==> config.mk <==
export PLATFORM = sky130hd
export DESIGN_NAME = serial_demux8
export DESIGN_NICKNAME = d
export VERILOG_FILES = /design/src/rtl/serial_demux8.sv
export SDC_FILE = /design/constraint.sdc
export NUM_CORES = 1
export LEC_CHECK = 0
export CELL_PAD_IN_SITES_DETAIL_PLACEMENT = 0
export CELL_PAD_IN_SITES_GLOBAL_PLACEMENT = 2
export CORE_MARGIN = 3
export CORE_UTILIZATION = 35
export DETAILED_ROUTE_END_ITERATION = 10
export HOLD_SLACK_MARGIN = 0.1
export PLACE_DENSITY_LB_ADDON = 0.05
export SYNTH_ARGS = -nofsm -noshare
export SYNTH_HDL_FRONTEND = slang
export SYNTH_SLANG_ARGS = --single-unit
export TNS_END_PERCENT = 5
==> constraint.sdc <==
create_clock -name clk -period 3 [get_ports clk]
set_input_delay 0.9 -clock clk [delete_from_list [all_inputs] [get_ports clk]]
set_output_delay 0.9 -clock clk [all_outputs]
set_load 0.005 [all_outputs]
==> src/rtl/serial_demux8.sv <==
// serial_demux8: bit-serial to word-parallel demultiplexer.
// Each accepted serial bit lands in the word position given by a slot counter.
// Completed words are presented on a valid/ready output register.
module serial_demux8 #(
    parameter int WIDTH = 8,
    parameter int SEL_W = 3
) (
    input  logic             clk,
    input  logic             rst,
    input  logic             din,
    input  logic             din_valid,
    input  logic             din_sof,
    output logic             din_ready,
    output logic [WIDTH-1:0] dout,
    output logic             dout_valid,
    input  logic             dout_ready,
    output logic [SEL_W-1:0] slot,
    output logic             sync_err
);

    localparam logic [SEL_W-1:0] LAST_SLOT = SEL_W'(WIDTH - 1);

    logic [SEL_W-1:0] slot_q,       slot_d;
    logic [WIDTH-1:0] asm_q,        asm_d;
    logic [WIDTH-1:0] dout_q,       dout_d;
    logic             dout_valid_q, dout_valid_d;
    logic             sync_err_q,   sync_err_d;

    logic             accept;
    logic             complete;
    logic [SEL_W-1:0] eff_slot;

    // Input handshake: only the completing bit stalls, and only while an
    // unconsumed word is still held on the output.
    always_comb begin
        din_ready = !((slot_q == LAST_SLOT) && dout_valid_q && !dout_ready);
        accept    = din_valid && din_ready;
        eff_slot  = din_sof ? '0 : slot_q;
        complete  = accept && (eff_slot == LAST_SLOT);
    end

    // Next-state: slot advance, bit steering, output load/consume, sticky error.
    always_comb begin
        // NOTE: every variable gets a hold default first so no path through
        // this block leaves it unassigned, which would infer a latch.
        slot_d       = slot_q;
        asm_d        = asm_q;
        dout_d       = dout_q;
        dout_valid_d = dout_valid_q;
        sync_err_d   = sync_err_q;

        // Consumption first; a same-edge completion below overrides it.
        if (dout_valid_q && dout_ready) begin
            dout_valid_d = 1'b0;
        end

        if (accept) begin
            if (din_sof) begin
                // SOF restarts assembly; any partial word is dropped.
                asm_d = '0;
                if (slot_q != '0) begin
                    sync_err_d = 1'b1;
                end
            end
            asm_d[eff_slot] = din;
            slot_d          = eff_slot + 1'b1;  // wraps mod WIDTH
            if (complete) begin
                dout_d       = asm_d;           // includes the bit just taken
                dout_valid_d = 1'b1;
            end
        end
    end

    // State registers with synchronous active-high reset.
    always_ff @(posedge clk) begin
        // NOTE: sequential state uses non-blocking assignments so all flops
        // sample their inputs from the same pre-edge values.
        if (rst) begin
            // NOTE: the assembly and output registers are reset too; they are
            // small flop arrays, not memories, and reset must clear dout.
            slot_q       <= '0;
            asm_q        <= '0;
            dout_q       <= '0;
            dout_valid_q <= 1'b0;
            sync_err_q   <= 1'b0;
        end else begin
            slot_q       <= slot_d;
            asm_q        <= asm_d;
            dout_q       <= dout_d;
            dout_valid_q <= dout_valid_d;
            sync_err_q   <= sync_err_d;
        end
    end

    assign dout       = dout_q;
    assign dout_valid = dout_valid_q;
    assign slot       = slot_q;
    assign sync_err   = sync_err_q;

endmodule

==> results.md <==
* Fin nets at 164
* Hold slack at 0.454 ns
* Initial DRT Pass Iterations at 4
* Syn Nets at 142
* Final Max Tran Viols at 0
* DIE AREA at 4370 um^2
* Layout cells sized above 1 at 0.148
* CP cell instances: clkdlybuf4s50_1 -> nor2b_2 -> nand2_4 -> clkdlybuf4s50_1
* Cells after synthesis at 134
* Final Setup Violations at 0
* Slew @ Worst Pin at 0.472 ns
* Crit path depth at 4
* DPL Wire Length at 2.21 mm
* Min-Delay Path Class: reg -> reg
* Warnings, synthesis at 0
* Critical path class: in -> out
* Critical path buffers and inverters at 2
* H-tree levels at 1
* I/O pin cnt at 20
* Power density cells at 334 nW/um^2
* CP max-delay cell: clkdlybuf4s50_1
* Setup crit end kind: output port
* WL per Instance at 15.6 um
* Die height at 66.1 um
* Worst Skew at 0.00266 ns
* First-pass GRT wire length at 5.35 mm
* Simple-Gate Fraction of Synth Area at 0.332
* N_diodes at 0
* Worst Path Arrival at 2.02 ns
* Worst path most repeated cell: clkdlybuf4s50_1
* Status: finished clean
* Post-CTS Setup Bufs at 0
* GR Overflow Total at 0
* Initial Utilization at 0.370
* Final TNS setup at 0 ns
* Final Hold Fails at 0
* Layout area overhead at 21.9%
* Core footprint at 3420 um^2
* Most frequent cells in the layout: 22 x nand2b_1, 21 x dfxtp_1, 19 x clkdlybuf4s50_1
* CP max stage delay at 0.44 ns
* Post-Synth XOR/XNOR Area at 0
* Sink Count at 21
* Post-synthesis sequential area ratio at 0.333
* Cell family with most CP delay: buffers and inverters
* End of the critical path: din_ready
* DR vias/cell at 5.29
* Fmax at 0.343 GHz
* Leak at 0.538 nW
* Netlist Area Pre-Place at 1260 um^2
* Post-Route Utilization at 0.451
* R2R Setup Slk at 1.07 ns
* Synth Area in Compound Gates at 0.197
* Crit path launch: dout_ready
* Initial antenna violation count at 0
* Worst vdd ir at 0.000146 V
* Synth Register Bits at 21
* CP Data Required Time at 2.10 ns
* WL final at 3.13 mm
* CTS buffer count at 3
* 1st-iter DRT viols at 53
* CTS clk-pin slew, worst paths at 0.13 ns
* Largest net degree at the start of global routing at 14
* Critical path launch point type: primary input
* RR Startpoint: slot[1]$_SDFFE_PP0P_
* Overall global routing resource usage at 0.157
* Synth cell types at 34
* R2R cell count at 6
* Max-cap violations at 0
* Post-synthesis mux area share at 0.0554
* Number of global-route vias before repair at 1,086
* Total power at 0.514 mW
* Row count at 21
* DRC at 0
* Via count at 1,063
* CTS tree: yes
* Routability Congestion at 0.769
* Most common cell after layout, fill and taps aside: nand2b_1
* Tmin final at 2.92 ns
* FF-to-FF End: dout[7]$_SDFFE_PP0P_
* Part of the cycle the worst path needs at 0.972
* Post-synthesis adder-cell area fraction at 0.0198
* Syn Area/Cell at 9.43 um^2
* RSZ-0062 raised after global routing: no
* Slew headroom at 0.685
* CTS max path bufs at 2
* CP Max Fanout at 2
* Clk Latency, worst-skew pair at 0.31 ns
* Port Buf Inserts at 19
* ANT nets after route at 0
* Largest family of logic cells by synthesized area: simple AND/OR/NAND/NOR gates
* Clk root buf: clkbuf_4
* Die W at 66.1 um
-- timing repair --
action | CTS | global route
endpoints found under the hold margin | 0 | 0
resized for setup | 0 | 1
hold buffers | 0 | 0
endpoints found under the setup margin | 0 | 1
-- cell type report --
| cell class | count | area (um^2) |
|---|---|---|
| clock buffer | 3 | 22.5 |
| clock inverter | 1 | 5.00 |
| timing repair buffer | 28 | 258 |
| multi-input combinational | 99 | 766 |
| inverter | 3 | 11.3 |
| fill | 348 | 1880 |
| tap | 46 | 57.6 |
| sequential | 21 | 420 |
-- worst min-delay path by stage --
stage / start / to / slack, ns / depth (start not counted)
after CTS: sync_err$_SDFFE_PP0P_ / sync_err$_SDFFE_PP0P_ / 0.46 / 2
after floorplan: sync_err$_SDFFE_PP0P_ / sync_err$_SDFFE_PP0P_ / 0.44 / 2
after global routing: sync_err$_SDFFE_PP0P_ / sync_err$_SDFFE_PP0P_ / 0.49 / 2
final: sync_err$_SDFFE_PP0P_ / sync_err$_SDFFE_PP0P_ / 0.45 / 2
after detailed placement: sync_err$_SDFFE_PP0P_ / sync_err$_SDFFE_PP0P_ / 0.44 / 2
after global placement: sync_err$_SDFFE_PP0P_ / sync_err$_SDFFE_PP0P_ / 0.44 / 2
-- cells by family after synthesis --
group,count (synthesis)
compound gates,30
buf+inv,14
mux,7
fa+ha+maj,2
flops,21
simple gates,60
-- registers in the layout (all words and copies together) (netlist names) --
signal	count
dout	8
dout_valid	1
sync_err	1
slot	3
asm_q	8
-- synth_stat cells --
master	count	area, um^2
a2111oi_2	1	15.0
a211o_1	1	8.76
a211oi_1	2	15.0
a21oi_1	6	30.0
a311o_1	1	10.0
a311oi_1	1	8.76
a311oi_2	1	15.0
a31oi_1	1	6.26
and2_1	1	6.26
and3_2	1	7.51
buf_4	5	37.5
buf_6	1	11.3
clkbuf_1	4	15.0
clkbuf_2	1	5.00
dfxtp_1	21	420
ha_1	2	25.0
inv_1	3	11.3
mux2i_1	7	70.1
nand2_2	1	6.26
nand2_4	1	11.3
nand2b_1	22	138
nand3_1	1	5.00
nand3b_1	3	22.5
nand4b_1	7	61.3
nor2_1	4	15.0
nor2b_1	12	75.1
nor2b_2	1	8.76
nor3_1	1	5.00
nor3b_1	3	22.5
nor4b_4	1	23.8
o2111ai_1	1	8.76
o21ai_2	1	8.76
o221ai_1	14	123
or3_4	1	11.3
-- stage by stage --
| stage | area, um^2 | cells | setup WS, ns |
|---|---|---|---|
| 5_1_grt | 1540 | 201 | 0.0439 |
| 6_report | 1540 | 201 | 0.0834 |
| 3_5_place_dp | 1510 | 197 | 0.0280 |
| 3_3_place_gp | 1510 | 197 | 0.0604 |
| 2_1_floorplan | 1260 | 134 | 0.739 |
| 4_1_cts | 1540 | 201 | 0.0226 |
-- report_power, final --
group / switching (mW) / leakage, nW / internal, mW
clock network: 0.0964 / 0.0177 / 0.0498
logic: 0.0346 / 0.350 / 0.0397
registers: 0.00887 / 0.170 / 0.284
-- routing by layer --
metal | track usage | up-vias | share of wire
li1 | - | 542 | -
met4 | 0.0406 | 0 | 0.013
met2 | 0.250 | 14 | 0.47
met1 | 0.220 | 503 | 0.49
met5 | 0 | - | 0
met3 | 0.0221 | 4 | 0.027
-- worst register-to-register path: cells and delay by family, from the launching register on --
family	cells	cell delay [ns]
AOI/OAI and AO/OA	2	0.61
adders and majority gates	2	0.35
and+or+nand+nor	2	0.28
DFF	1	0.62
(Power assumes the default switching activity.)
